<file path="src/rtl/ui_pkg.sv">
// Shared UI definitions: button bit positions and the per-button channel state.
package ui_pkg;

    localparam int BTN_U = 0;
    localparam int BTN_D = 1;
    localparam int BTN_L = 2;
    localparam int BTN_R = 3;
    localparam int BTN_M = 4;

    typedef enum logic [1:0] {
        IDLE   = 2'd0,
        HELD   = 2'd1,
        REPEAT = 2'd2
    } btn_state_t;

endpackage

</file>
<file path="src/rtl/push_input_conditioner_if.sv">
// Button bundle between the board pins and the service modules.
// The release pulse is called release_evt because "release" is a reserved word.
interface push_input_conditioner_if #(
    parameter int N_BTN = 5
);
    logic [N_BTN-1:0] push;
    logic [N_BTN-1:0] level;
    logic [N_BTN-1:0] press;
    logic [N_BTN-1:0] release_evt;
    logic [N_BTN-1:0] repeating;

    modport master (output push, input level, press, release_evt, repeating);
    modport slave  (input push, output level, press, release_evt, repeating);
endinterface

</file>
<file path="src/rtl/btn_channel.sv">
// One button: two-flop synchronizer, debounce counter, IDLE/HELD/REPEAT FSM
// with a saturating hold timer. Every output is a flop.
module btn_channel
    import ui_pkg::*;
#(
    parameter int unsigned DB_CYCLES     = 1_000_000,
    parameter int unsigned REPEAT_DELAY  = 50_000_000,
    parameter int unsigned REPEAT_PERIOD = 10_000_000,
    parameter bit          REPEAT_EN     = 1'b0
) (
    input  logic clk_osc,
    input  logic reset,
    input  logic push,
    output logic level,
    output logic press,
    output logic release_evt,
    output logic repeating
);
    localparam int unsigned DB_W     = (DB_CYCLES > 1) ? $clog2(DB_CYCLES) : 1;
    localparam int unsigned HOLD_MAX = (REPEAT_DELAY > REPEAT_PERIOD) ? REPEAT_DELAY : REPEAT_PERIOD;
    localparam int unsigned HT_W     = (HOLD_MAX > 1) ? $clog2(HOLD_MAX) : 1;

    localparam logic [DB_W-1:0] DB_LAST = DB_W'(DB_CYCLES - 1);
    localparam logic [HT_W-1:0] RD_LAST = HT_W'(REPEAT_DELAY - 1);
    localparam logic [HT_W-1:0] RP_LAST = HT_W'(REPEAT_PERIOD - 1);
    localparam logic [HT_W-1:0] HT_SAT  = '1;

    logic            sync_p0, sync_p1;
    logic [DB_W-1:0] db_cnt;
    logic [HT_W-1:0] hold_cnt;
    btn_state_t      state;
    logic            accept, rise, fall;

    assign accept = (sync_p1 != level) && (db_cnt == DB_LAST);
    assign rise   = accept && !level;
    assign fall   = accept && level;

    always_ff @(posedge clk_osc or posedge reset) begin
        if (reset) begin
            sync_p0     <= 1'b0;
            sync_p1     <= 1'b0;
            db_cnt      <= '0;
            level       <= 1'b0;
            hold_cnt    <= '0;
            state       <= IDLE;
            press       <= 1'b0;
            release_evt <= 1'b0;
            repeating   <= 1'b0;
        end else begin
            // stage p0 -> p1: metastability filter
            sync_p0 <= push;
            sync_p1 <= sync_p0;

            // debounce: any agreement with level restarts the stability window
            if (sync_p1 == level || accept)
                db_cnt <= '0;
            else
                db_cnt <= db_cnt + 1'b1;
            if (accept)
                level <= !level;

            press       <= 1'b0;
            release_evt <= 1'b0;

            // an accepted fall is tested first so it beats a same-cycle repeat fire
            case (state)
                IDLE: begin
                    if (rise) begin
                        state    <= HELD;
                        press    <= 1'b1;
                        hold_cnt <= '0;
                    end
                end
                HELD: begin
                    if (fall) begin
                        state       <= IDLE;
                        release_evt <= 1'b1;
                    end else if (REPEAT_EN && hold_cnt == RD_LAST) begin
                        state     <= REPEAT;
                        press     <= 1'b1;
                        repeating <= 1'b1;
                        hold_cnt  <= '0;
                    end else if (hold_cnt != HT_SAT) begin
                        hold_cnt <= hold_cnt + 1'b1;
                    end
                end
                REPEAT: begin
                    if (fall) begin
                        state       <= IDLE;
                        release_evt <= 1'b1;
                        repeating   <= 1'b0;
                    end else if (hold_cnt == RP_LAST) begin
                        press    <= 1'b1;
                        hold_cnt <= '0;
                    end else begin
                        hold_cnt <= hold_cnt + 1'b1;
                    end
                end
                default: begin
                    state     <= IDLE;
                    repeating <= 1'b0;
                end
            endcase
        end
    end

endmodule

</file>
<file path="src/rtl/push_input_conditioner.sv">
// Raw push buttons to clean synchronous level/press/release/repeat events.
// Wiring only: one independent btn_channel per button.
module push_input_conditioner
    import ui_pkg::*;
#(
    parameter int unsigned      N_BTN         = 5,
    parameter int unsigned      DB_CYCLES     = 1_000_000,
    parameter int unsigned      REPEAT_DELAY  = 50_000_000,
    parameter int unsigned      REPEAT_PERIOD = 10_000_000,
    parameter logic [N_BTN-1:0] REPEAT_MASK   = 5'b00011
) (
    input logic                     clk_osc,
    input logic                     reset,
    push_input_conditioner_if.slave btn
);
    logic [N_BTN-1:0] level_w, press_w, release_w, repeating_w;

    for (genvar i = 0; i < N_BTN; i++) begin : g_ch
        btn_channel #(
            .DB_CYCLES    (DB_CYCLES),
            .REPEAT_DELAY (REPEAT_DELAY),
            .REPEAT_PERIOD(REPEAT_PERIOD),
            .REPEAT_EN    (REPEAT_MASK[i])
        ) u_ch (
            .clk_osc    (clk_osc),
            .reset      (reset),
            .push       (btn.push[i]),
            .level      (level_w[i]),
            .press      (press_w[i]),
            .release_evt(release_w[i]),
            .repeating  (repeating_w[i])
        );
    end

    assign btn.level       = level_w;
    assign btn.press       = press_w;
    assign btn.release_evt = release_w;
    assign btn.repeating   = repeating_w;

endmodule
</file>
<file path="src/flat_wrapper.sv">
// flat-port wrapper written by rule: the top's interface ports become plain ports
module push_input_conditioner_flat import ui_pkg::*;
#(
    parameter int unsigned      N_BTN         = 5,
    parameter int unsigned      DB_CYCLES     = 1_000_000,
    parameter int unsigned      REPEAT_DELAY  = 50_000_000,
    parameter int unsigned      REPEAT_PERIOD = 10_000_000,
    parameter logic [N_BTN-1:0] REPEAT_MASK   = 5'b00011
)
  (clk_osc, reset, btn_push, btn_level, btn_press, btn_release_evt, btn_repeating);
  push_input_conditioner_if #(.N_BTN(N_BTN)) btn_i ();
  input logic clk_osc;
  input logic reset;
  input wire logic [$bits(btn_i.push)-1:0] btn_push;
  output wire logic [$bits(btn_i.level)-1:0] btn_level;
  output wire logic [$bits(btn_i.press)-1:0] btn_press;
  output wire logic [$bits(btn_i.release_evt)-1:0] btn_release_evt;
  output wire logic [$bits(btn_i.repeating)-1:0] btn_repeating;
  assign btn_i.push = btn_push;
  assign btn_level = btn_i.level;
  assign btn_press = btn_i.press;
  assign btn_release_evt = btn_i.release_evt;
  assign btn_repeating = btn_i.repeating;
  push_input_conditioner #(.N_BTN(N_BTN), .DB_CYCLES(DB_CYCLES), .REPEAT_DELAY(REPEAT_DELAY), .REPEAT_PERIOD(REPEAT_PERIOD), .REPEAT_MASK(REPEAT_MASK)) u_core (.clk_osc(clk_osc), .reset(reset), .btn(btn_i));
endmodule
</file>
<file path="config.mk">
export PLATFORM = sky130hd
export DESIGN_NAME = push_input_conditioner_flat
export DESIGN_NICKNAME = d
export VERILOG_FILES = /design/src/rtl/ui_pkg.sv /design/src/rtl/push_input_conditioner_if.sv /design/src/rtl/btn_channel.sv /design/src/rtl/push_input_conditioner.sv /design/src/flat_wrapper.sv
export SDC_FILE = /design/constraint.sdc
export NUM_CORES = 1
export LEC_CHECK = 0
export BUFFER_PORTS_ARGS = -buffer_cell sky130_fd_sc_hd__buf_2
export CAP_MARGIN = 25
export CORE_MARGIN = 4
export CORE_UTILIZATION = 55
export CTS_CLUSTER_DIAMETER = 100
export DETAILED_ROUTE_END_ITERATION = 6
export HOLD_SLACK_MARGIN = 0.08
export PLACE_DENSITY = 0.79
export SLEW_MARGIN = 20
export SYNTH_ARGS = -nofsm -noshare
export SYNTH_HDL_FRONTEND = slang
export SYNTH_HIERARCHICAL = 1
export SYNTH_SLANG_ARGS = --single-unit
</file>
<file path="constraint.sdc">
create_clock -name clk_osc -period 9.26 [get_ports clk_osc]
set_input_delay 0.926 -clock clk_osc [delete_from_list [all_inputs] [get_ports clk_osc]]
set_output_delay 0.926 -clock clk_osc [all_outputs]
set_load 0.03 [all_outputs]
</file>
-- Word level (Yosys, flattened, before mapping)
Index checks and enable logic that the tools add are counted.
Widths: inputs -> output; s select.
- $add $sub $neg: 10
- eq/ne operators: 69
- mux-type cells: 104
- bitwise gates (word level): 5
- reductions and logical operators: 58
- operators by type and width (kind ; count):
    $mux 26 ; 27
    $pmux 26 s3 ; 5
    $add 26x1->26 const B ; 5
    $eq 26x24->1 const B ; 5
    $ne 26x26->1 const B ; 5
    $add 20x1->20 const B ; 5
    $eq 20x20->1 const B ; 5
    $mux 20 ; 5
    $eq 26x26->1 const B ; 2
    $ne 2x2->1 const B ; 25
    $mux 1 ; 38
    $mux 2 ; 14
    $reduce_and 5->1 ; 5
    $reduce_or 2->1 ; 8
    $logic_and 1x1->1 ; 15
    $reduce_bool 3->1 ; 5
    $ne 3x3->1 const B ; 4
    $pmux 1 s2 ; 6
    $pmux 1 s3 ; 4
    $pmux 2 s2 ; 3
    $pmux 2 s3 ; 2
    $reduce_and 2->1 ; 6
    $eq 2x1->1 const B ; 5
    $eq 2x2->1 const B ; 5
    other kinds (9) ; 37
- bits in registers: 270
- bits of input ports: 7
- output and inout port bits: 20
- word-level logic and storage cells: 291

-- Depth between registers and ports, before layout
Gate-level depths: netlist of the first run.
- word-level depth: 5
- gate-level depth with buffers: 11

-- By module
Netlist of the first run, hierarchy kept.
- modules (own cells, without submodules) (module ; instances ; cells an instance ; area each (um^2) ; seq. area each (um^2)):
    btn_channel (u_core.g_ch[1].u_ch) ; 1 ; 343 ; 3090.5 ; 1351.3
    btn_channel (u_core.g_ch[0].u_ch) ; 1 ; 328 ; 2966.6 ; 1351.3
    btn_channel (u_core.g_ch[2].u_ch ...) ; 2 ; 132 ; 1308.8 ; 650.6
    btn_channel (u_core.g_ch[4].u_ch) ; 1 ; 132 ; 1311.3 ; 650.6

-- Worst setup path before layout of the first run
No wires, ideal clock.
- path kind: register -> register
- start point: reg u_core.g_ch[0].u_ch.db_cnt[6]
- end point: reg u_core.g_ch[0].u_ch.hold_cnt[7]
- setup time: 0.104 ns
- arrival time: 3.076 ns
- data required time: 9.156 ns
- path slack: 6.080 ns
- stages on the path, launching flop included: 11
- path buffers: 3
- clock period less this slack: 3.180 ns
- path through: dfrtp_1 or4_1 or4_1 clkbuf_1 or4_4 o22a_1 a41o_1 buf_6 nand2b_4 buf_6 o41ai_2
- word-level cells in the longest chain between the ends: 5
- elaborated cells on any way between the ends: 8
- classes of those cells: 4 x eq/ne; 4 x reduce/logical
- RTL lines (element ; line ; source):
    start, declared ; btn_channel.sv:29 ; logic [DB_W-1:0] db_cnt;
    start signal, assigned ; btn_channel.sv:58 ; db_cnt <= db_cnt + 1'b1;
    $eq 20x20->1 (*) ; btn_channel.sv:34 ; assign accept = (sync_p1 != level) && (db_cnt == DB_LAST);
    $logic_and 1x1->1 (*) ; btn_channel.sv:34 ;
    $logic_and 1x1->1 (on tied branches) ; btn_channel.sv:36, btn_channel.sv:35 ;
    $ne 2x2->1 (no source line) ; - ;
    $reduce_and 5->1 (no source line) (*) ; - ;
    end signal, assigned ; btn_channel.sv:84 ; hold_cnt <= hold_cnt + 1'b1;
    end signal, assigned ; btn_channel.sv:96 ; hold_cnt <= hold_cnt + 1'b1;
    end, declared ; btn_channel.sv:30 ; logic [HT_W-1:0] hold_cnt;
Mark *: on every way between the ends. The rest lies on a longest branch, timed or not.
A chain may end at the register's enable or synchronous reset.

-- Final worst setup path of the first run
- start point: reg u_core.g_ch[0].u_ch.db_cnt[6]
- end point: reg u_core.g_ch[0].u_ch.hold_cnt[23]
The elaborated chain is that of the path after synthesis.

==> flow_metrics.py, run 1 <==
metrics = {
    "critical_path": {
        "cp_max_fo": 29,
        "critPathTopFamily": "simple AND/OR/NAND/NOR gates",
        "cp_slowest_cell": "a41o_1",
        "crit_top_cell": "or4_1",
        "critical_path_class": "reg2reg",
        "regToRegStartpoint": "u_core/g_ch[0].u_ch/db_cnt[6]",
        "crit_path_start_kind": "flop",
        "cp.required_ps": 9560,
        "crit_path_end_kind": "flop",
        "crit_start": "u_core/g_ch[0].u_ch/db_cnt[6]",
        "critPathBufInv": 0,
        "cp_slowest_stage_delay_ps": 720,
        "crit_chain": "or4_1, or4_1, nor4_1, o22a_1, a41o_1, nand2b_4, o31ai_1",
        "cp.arrival_ps": 4150,
    },
    "outcome": {
        "status": "finished clean",
    },
    "yosys": {
        "synthCells": 1067,
        "synth.distinct_cells": 67,
        "synth_edf_count": 0,
        "syn_nets": 1089,
        "synthArstFlopShare_pct": 100,
        "avgSynthCellArea_um2": 9.36,
        "ys_seq_area_share_pct": 46.6,
        "ys.flop_type": "dfrtp_1",
        "yosys_warnings": 6,
        "syn_area_mm2": 0.00999,
        "ys_ff_latch": 186,
    },
    "job": {
        "cap_viol_max_count": 0,
    },
    "cts": {
        "cts_buffer_depth": 2,
        "clkTransAtPathRegs_ps": 60,
        "postCtsHoldBufs": 0,
        "post-cts-setup-buffers": 0,
        "h-tree-depth": 4,
        "cts_resized": 0,
        "cts_tree": "yes",
        "clk_latency_ps": 430,
        "cts_made_buffers": 17,
        "cts_sinks": 186,
        "root_buffer": "clkbuf_16",
    },
    "die": {
        "rows": 49,
        "die_h_um": 143,
        "die_area_mm2": 0.0204,
        "start_util_pct": 55.8,
        "ios": 27,
        "coreArea_mm2": 0.0179,
        "die_w_um": 143,
    },
    "cells_and_area": {
        "antenna_cells_inserted": 0,
        "area_delta_synth_final_pct": 9.12,
        "drive_gt1_share_pct": 8.97,
        "nets": 1101,
        "fin_util_pct": 60.9,
        "fin_cells": 1321,
        "fill_cells": 1485,
        "multi_input_area_mm2": 0.00499,
        "seq_area_mm2": 0.00465,
    },
    "route": {
        "first_pass_iters": 5,
        "drt_iter0_drc": 566,
        "drcViolationCount": 0,
        "wl_per_cell_um": 15.5,
        "vias_per_cell": 6.05,
        "ant_nets": 0,
        "vias": 7993,
        "routed_wl_um": 20500,
    },
    "power_and_ir_drop": {
        "powerDensity_mw_per_mm2": 146,
        "fin_total_pwr_w": 0.00159,
        "peakVddDrop_mv": 0.164,
        "leakagePower_nw": 4.49,
    },
    "placed_design": {
        "dp.cells": 1284,
        "dp_hpwl_um": 13400,
        "port_buffers": 23,
        "gp_congestion": 0.856,
    },
    "min_path": {
        "hold_start": "u_core/g_ch[0].u_ch/sync_p0",
        "worst_hold_path_type": "reg2reg",
    },
    "timing": {
        "hold_viol": 0,
        "max_freq_ghz": 0.260,
        "period_share_pct": 41.6,
        "hold_slack_ps": 348,
        "skew_ps": 8.02,
        "min_period_ps": 3850,
        "tightest_slew_ps": 931,
        "final-setup-viol-count": 0,
        "finalMaxSlewViolations": 0,
        "setup_tns_ps": 0,
        "relSlewSlack_pct": 37.9,
        "rsz0062_at_grt": "no",
    },
    "grt": {
        "antenna_found_initial": 0,
        "grt_pass1_vias": 7627,
        "grt_pass1_wl_um": 35700,
        "overflow": 0,
        "grt_max_degree": 55,
        "grtUsageTotal_pct": 20.9,
    },
}
[per-layer routing]
layer  up-vias  GRT usage [%]  part of all wire (%)
met5         -              0                     0
met4         0           6.20                   1.3
met3        26           4.42                   4.0
met2       166           33.6                    48
met1      3899           28.7                    47
li1       3902              -                     -
[flip-flops by register name (all words and copies together), names as in the netlist]
register and flops:
u_core/g_ch.u_ch/sync_p1 5, u_core/g_ch.u_ch/sync_p0 5, u_core/g_ch.u_ch/repeating 2, u_core/g_ch.u_ch/level 5, u_core/g_ch.u_ch/hold_cnt 52, u_core/g_ch.u_ch/state 7, u_core/g_ch.u_ch/release_evt 5, u_core/g_ch.u_ch/db_cnt 100
u_core/g_ch.u_ch/press 5
[layout make-up]
cell class / instances / share of cell area, %
Multi-Input combinational cell: 809 / 45.8
Clock buffer: 23 / 4.66
Tap cell: 229 / 2.63
Timing Repair Buffer: 32 / 2.26
Inverter: 33 / 1.14
Sequential cell: 186 / 42.7
Clock inverter: 9 / 0.792
[power breakdown]
| group | internal, W | total, W | leakage (nW) | switching, W |
|---|---|---|---|---|
| combinational | 0.0000125 | 0.0000454 | 1.63 | 0.0000329 |
| clock | 0.000414 | 0.000720 | 0.292 | 0.000306 |
| sequential | 0.000820 | 0.000827 | 2.56 | 0.00000762 |
[per-stage QoR]
step	worst slack [ps]	cell area, um^2
after floorplan	6080	9990
after global placement	5600	10200
after detailed placement	5520	10200
after CTS	5470	10800
after global routing	5160	10900
final	5410	10900
[cells in the mapped netlist, types with 4 or more instances]
library cell  number  area, um^2
or3_1              9        56.3
buf_6              6        67.6
a22o_1            14         123
o41ai_1            4        35.0
o22ai_1            5        31.3
nor3_1            22         110
nand3_1           65         325
nand2b_1           6        37.5
nor4b_1           11        96.3
xnor2_1           30         263
xor2_1            45         394
o31ai_1           39         293
a21o_1            15         113
nand4b_1           4        35.0
nand2_1           90         338
nor2b_1            5        31.3
nand3b_1           4        30.0
ha_1              15         188
a21boi_0           4        30.0
and3_1            17         106
o21ai_1           11        55.1
and4_1            11        96.3
clkbuf_1          19        71.3
dfrtp_1          186        4650
buf_2             11        55.1
and2_1            14        87.6
o21a_1             4        30.0
a21oi_1           41         205
nor4_1            27         169
inv_1             33         124
or4_1             28         210
nand4_1           37         231
nor2_1           129         484
o21ai_0           45         225
[worst reg2reg max path, cell delays in order (launching register included)]
cell	delay, ps
dfrtp_1	420
or4_1	520
or4_1	630
nor4_1	580
o22a_1	260
a41o_1	720
nand2b_4	460
o31ai_1	130
[cells in the final DEF (no fill, tap or decap), types with 17 or more instances in the layout]
master / instances
dfrtp_1: 186
nor2_1: 129
nand2_1: 90
nand3_1: 65
xor2_1: 45
o21ai_0: 42
a21oi_1: 41
o31ai_1: 39
nand4_1: 37
xnor2_1: 30
inv_1: 28
or4_1: 28
nor4_1: 27
buf_2: 23
nor3_1: 22
clkbuf_16: 17
and3_1: 17
[logic make-up (layout without fill, tap and decap cells)]
family	after synthesis	in the layout	share of synthesized area, %
simple gates	511	511	27.7
compound gates	200	200	13.2
flops	186	186	46.6
xor+xnor	75	75	6.58
buf+inv	72	97	3.41
fa+ha+maj	15	15	1.88
mux	5	5	0.526
other cells	3	3	0.113
[worst paths after layout]
path,to,slack [ps],cells after the start
hold reg to reg,u_core/g_ch[0].u_ch/sync_p1,350,0
min in group asynchronous,u_core/g_ch[4].u_ch/release_evt,470,2
setup / recovery,u_core/g_ch[0].u_ch/hold_cnt[23],5410,7
setup reg to reg,u_core/g_ch[0].u_ch/hold_cnt[23],5410,7
max in group asynchronous,u_core/g_ch[0].u_ch/hold_cnt[19],8050,3
hold / removal,u_core/g_ch[0].u_ch/sync_p1,350,0
Note: power is estimated with default switching activity, not from simulation.
==> inputs of run 2 (changes only) <==
Settings changed: PLACE_DENSITY 0.79 to 0.81.
Clock period 9.26 ns to 3.4 ns, I/O delays scaled along.
==> flow_metrics.py, run 2 (synthesis results as in run 1) <==
metrics = {
    "die": {
        "die_h_um": 143,
        "start_util_pct": 55.8,
        "rows": 49,
        "ios": 27,
        "coreArea_mm2": 0.0179,
        "die_area_mm2": 0.0204,
        "die_w_um": 143,
    },
    "route": {
        "vias_per_cell": 6.08,
        "drcViolationCount": 0,
        "first_pass_iters": 5,
        "wl_per_cell_um": 15.6,
        "drt_iter0_drc": 537,
        "vias": 8111,
        "routed_wl_um": 20800,
        "ant_nets": 0,
    },
    "power_and_ir_drop": {
        "powerDensity_mw_per_mm2": 394,
        "leakagePower_nw": 4.55,
        "peakVddDrop_mv": 0.409,
    },
    "timing": {
        "rsz0062_at_grt": "no",
        "period_share_pct": 92.1,
        "hold_slack_ps": 348,
        "relSlewSlack_pct": 46.9,
        "max_freq_ghz": 0.319,
        "tightest_slew_ps": 797,
        "hold_viol": 0,
        "min_period_ps": 3130,
        "skew_ps": 14.0,
        "final-setup-viol-count": 0,
        "setup_tns_ps": 0,
        "finalMaxSlewViolations": 0,
        "setup_ws_ps": 267,
    },
    "min_path": {
        "hold_start": "u_core/g_ch[1].u_ch/sync_p0",
        "whs_path_depth": 0,
        "worst_hold_path_type": "reg2reg",
    },
    "grt": {
        "grt_pass1_vias": 7864,
        "overflow": 0,
        "grt_max_degree": 47,
        "grt.busiest_layer": "met2",
        "antenna_found_initial": 0,
        "grt_pass1_wl_um": 36600,
        "gr-usage-met2_pct": 34.3,
        "gr-usage-met1_pct": 29.6,
        "grt_util_met3_pct": 4.25,
        "grtUsageTotal_pct": 21.2,
    },
    "cells_and_area": {
        "area_delta_synth_final_pct": 10.1,
        "layout_commonest_cell": "dfrtp_1",
        "antenna_cells_inserted": 0,
        "seq_area_mm2": 0.00465,
        "largestRegisters": "u_core/g_ch.u_ch/db_cnt (100), u_core/g_ch.u_ch/hold_cnt (52), u_core/g_ch.u_ch/state (7)",
        "fin_cells": 1333,
        "layout_common_cells": "dfrtp_1 (186), nor2_1 (129), nand2_1 (90)",
        "largest-register": "u_core/g_ch.u_ch/db_cnt",
        "multi_input_area_mm2": 0.00499,
        "fill_cells": 1447,
        "drive_gt1_share_pct": 9.24,
        "nets": 1115,
        "largest_reg_flops": 100,
    },
    "cts": {
        "cts_buffer_depth": 2,
        "root_buffer": "clkbuf_16",
        "cts_resized": 0,
        "clk_latency_ps": 430,
        "postCtsHoldBufs": 5,
        "cts_made_buffers": 17,
        "cts_sinks": 186,
        "post-cts-setup-buffers": 0,
        "clkTransAtPathRegs_ps": 60,
        "h-tree-depth": 4,
        "cts_tree": "yes",
    },
    "critical_path": {
        "crit_path_end_kind": "flop",
        "critPathTopFamily": "simple AND/OR/NAND/NOR gates",
        "cp_slowest_stage_delay_ps": 530,
        "crit_top_cell": "or4_1",
        "regToRegStartpoint": "u_core/g_ch[0].u_ch/db_cnt[6]",
        "crit_path_start_kind": "flop",
        "cp.required_ps": 3720,
        "crit_start": "u_core/g_ch[0].u_ch/db_cnt[6]",
        "cp_slowest_cell": "or4_1",
        "cp.arrival_ps": 3450,
        "critical_path_class": "reg2reg",
        "cp_max_fo": 20,
        "cp.depth": 7,
        "critPathBufInv": 0,
        "crit_chain": "or4_1, or4_1, or4_4, o22a_1, a41o_1, nand2b_4, o41ai_2",
        "ff2ff_path_depth": 7,
    },
    "outcome": {
        "status": "finished clean",
    },
    "placed_design": {
        "dp.cells": 1293,
        "gp_congestion": 0.893,
        "place_ws_ps": 282,
        "dp_hpwl_um": 13700,
        "port_buffers": 23,
    },
    "job": {
        "cap_viol_max_count": 0,
    },
}
## run 2: cell count changes in the layout (fill, tap and decap cells not counted), moves of 2 or more
cell / change
buf_16: -2
clkbuf_1: +2
clkbuf_8: -2
buf_4: +8
dlygate4sd3_1: +6
## run 2: report_power, final
part	leakage (nW)	internal (W)	total, W	switching (W)
combinational	1.70	0.0000385	0.000130	0.0000911
clock	0.285	0.00115	0.00195	0.000802
sequential	2.56	0.00223	0.00225	0.0000215
## run 2: path summary, 6_finish.rpt
path | endpoint | slack, ps
min in group asynchronous | u_core/g_ch[3].u_ch/db_cnt[3] | 460
worst min-delay path | u_core/g_ch[1].u_ch/sync_p1 | 350
worst max register to register | u_core/g_ch[0].u_ch/hold_cnt[20] | 270
worst min register to register | u_core/g_ch[1].u_ch/sync_p1 | 350
max in group asynchronous | u_core/g_ch[1].u_ch/hold_cnt[19] | 1960
worst max-delay path | u_core/g_ch[0].u_ch/hold_cnt[20] | 270
## run 2: metrics by stage
step	total power (W)	utilization (%)	cell area, um^2
final	0.00434	61.4	11000
after detailed placement	0.00241	57.4	10300
after global routing	0.00451	61.4	11000
after floorplan	0.00238	-	9990
after global placement	0.00241	57.4	10300
after CTS	0.00438	60.9	10900
## run 2: metal layers
metal,share of wire [%],vias up
met3,4.0,23
met1,47,3994
met2,48,162
li1,-,3932
met5,0,-
met4,1.1,0
## run 2: layout make-up
class                   instances  share of cell area (%)
clock buffers                  23                    4.44
repair buffers                 46                    3.28
flip-flops and latches        186                    42.3
multi-input cells             809                    45.4
inverters                      33                    1.13
clock inverters                 7                   0.831
well taps                     229                    2.61
## run 2: worst register-to-register path, stage by stage, from the launching register on
cell and delay (ps):
dfrtp_1 430, or4_1 520, or4_1 530, or4_4 510, o22a_1 210, a41o_1 230, nand2b_4 270, o41ai_2 340
==> inputs of run 3 (changes only) <==
Settings changed: BUFFER_PORTS_ARGS -buffer_cell sky130_fd_sc_hd__buf_2 to not set, DONT_BUFFER_PORTS set to 1, PLACE_DENSITY 0.81 to 0.8.
==> flow_metrics.py, run 3 (synthesis results as in run 1) <==
metrics = {
    "critical_path": {
        "crit_chain": "or4_1, or4_1, or4_4, o22a_1, a41o_1, buf_4, a21o_1, a22o_1",
        "crit_path_end_kind": "flop",
        "critPathTopFamily": "simple AND/OR/NAND/NOR gates",
        "cp_max_fo": 28,
        "critical_path_class": "reg2reg",
        "critPathBufInv": 1,
        "crit_top_cell": "or4_1",
        "cp_slowest_cell": "or4_1",
        "cp_slowest_stage_delay_ps": 540,
        "cp.arrival_ps": 3480,
        "cp.required_ps": 3720,
        "crit_path_start_kind": "flop",
    },
    "cells_and_area": {
        "fill_cells": 1491,
        "fin_area_mm2": 0.0109,
        "layout_commonest_cell": "dfrtp_1",
        "seq_area_mm2": 0.00465,
        "fin_util_pct": 61.2,
        "nets": 1091,
        "largestRegisters": "u_core/g_ch.u_ch/db_cnt (100), u_core/g_ch.u_ch/hold_cnt (52), u_core/g_ch.u_ch/state (7)",
        "drive_gt1_share_pct": 7.39,
        "multi_input_area_mm2": 0.00499,
        "largest_reg_flops": 100,
        "antenna_cells_inserted": 0,
        "area_delta_synth_final_pct": 9.64,
        "largest-register": "u_core/g_ch.u_ch/db_cnt",
        "layout_common_cells": "dfrtp_1 (186), nor2_1 (129), nand2_1 (90)",
    },
    "cts": {
        "cts_buffer_depth": 2,
        "cts_made_buffers": 17,
        "cts_tree": "yes",
        "clkTransAtPathRegs_ps": 70,
        "h-tree-depth": 4,
        "post-cts-setup-buffers": 0,
        "cts_sinks": 186,
        "postCtsHoldBufs": 6,
        "cts_resized": 0,
        "clk_latency_ps": 430,
        "root_buffer": "clkbuf_16",
    },
    "die": {
        "rows": 49,
        "ios": 27,
        "die_w_um": 143,
        "die_h_um": 143,
        "die_area_mm2": 0.0204,
        "start_util_pct": 55.8,
        "coreArea_mm2": 0.0179,
    },
    "grt": {
        "grt_pass1_vias": 7784,
        "overflow": 0,
        "antenna_found_initial": 0,
        "grt_pass1_wl_um": 36200,
        "grt_max_degree": 42,
        "grtUsageTotal_pct": 21.3,
    },
    "route": {
        "drt_iter0_drc": 501,
        "routed_wl_um": 20500,
        "drcViolationCount": 0,
        "vias": 7991,
        "wl_per_cell_um": 15.6,
        "ant_nets": 0,
        "vias_per_cell": 6.10,
        "first_pass_iters": 7,
    },
    "timing": {
        "final-setup-viol-count": 0,
        "setup_tns_ps": 0,
        "max_freq_ghz": 0.316,
        "skew_ps": 10.7,
        "min_period_ps": 3160,
        "period_share_pct": 93.0,
        "tightest_slew_ps": 863,
        "finalMaxSlewViolations": 0,
        "relSlewSlack_pct": 42.4,
        "setup_ws_ps": 238,
        "hold_viol": 0,
        "hold_slack_ps": 351,
        "rsz0062_at_grt": "no",
    },
    "power_and_ir_drop": {
        "netSwitchingFraction_pct": 21.0,
        "p_int_w": 0.00366,
        "leakagePower_nw": 4.46,
        "clkPwrFrac_pct": 48.5,
        "netSwitchingPower_w": 0.000969,
        "peakVddDrop_mv": 0.457,
        "p_comb_share_pct": 2.7,
        "p_seq_share_pct": 48.7,
        "powerDensity_mw_per_mm2": 422,
    },
    "placed_design": {
        "port_buffers": 0,
        "postPlaceCellArea_mm2": 0.0102,
        "gp_congestion": 0.874,
        "place_ws_ps": 241,
        "dp_hpwl_um": 13600,
    },
    "job": {
        "cap_viol_max_count": 0,
    },
    "outcome": {
        "status": "finished clean",
    },
    "min_path": {
        "worst_hold_path_type": "reg2reg",
    },
}
-- run 3: path summary, 6_finish.rpt --
kind	startpoint	slack (ps)	end	depth (start not counted)
worst max-delay path	u_core/g_ch[0].u_ch/db_cnt[6]	240	u_core/g_ch[0].u_ch/hold_cnt[8]	8
worst min register to register	u_core/g_ch[4].u_ch/sync_p0	350	u_core/g_ch[4].u_ch/sync_p1	0
worst min-delay path	u_core/g_ch[4].u_ch/sync_p0	350	u_core/g_ch[4].u_ch/sync_p1	0
max in group asynchronous	reset	1920	u_core/g_ch[1].u_ch/state[1]	3
worst max register to register	u_core/g_ch[0].u_ch/db_cnt[6]	240	u_core/g_ch[0].u_ch/hold_cnt[8]	8
min in group asynchronous	reset	520	u_core/g_ch[2].u_ch/db_cnt[6]	2
-- run 3: final cells by class --
| cell class | instances | area share (%) |
|---|---|---|
| Multi-Input combinational cell | 809 | 45.6 |
| Clock inverter | 13 | 2.15 |
| Sequential cell | 186 | 42.5 |
| Inverter | 33 | 1.13 |
| Tap cell | 229 | 2.62 |
| Timing Repair Buffer | 22 | 2.05 |
| Clock buffer | 19 | 3.95 |
-- run 3: metal layers --
layer	wire length, um	share of wire [%]	track usage, %	vias to the layer above
li1	-	-	-	3878
met1	9510	46	28.8	3874
met2	9660	47	34.3	216
met3	1110	5.4	4.45	23
met4	216	1.1	7.20	0
met5	0	0	0	-
-- run 3: stage by stage --
stage          total power [W]  cells
2_1_floorplan          0.00238   1067
3_3_place_gp           0.00240   1269
3_5_place_dp           0.00241   1270
4_1_cts                0.00467   1308
5_1_grt                0.00477   1311
6_report               0.00462   1311
-- run 3: power groups by stage --
| stage | sequential (W) | combinational (W) | clock [W] |
|---|---|---|---|
| after floorplan | 0.00229 | 0.0000871 | 0 |
| after CTS | 0.00225 | 0.000123 | 0.00229 |
| after detailed placement | 0.00229 | 0.000113 | 0 |
| final | 0.00225 | 0.000126 | 0.00224 |
| after global placement | 0.00229 | 0.000109 | 0 |
| after global routing | 0.00225 | 0.000146 | 0.00237 |
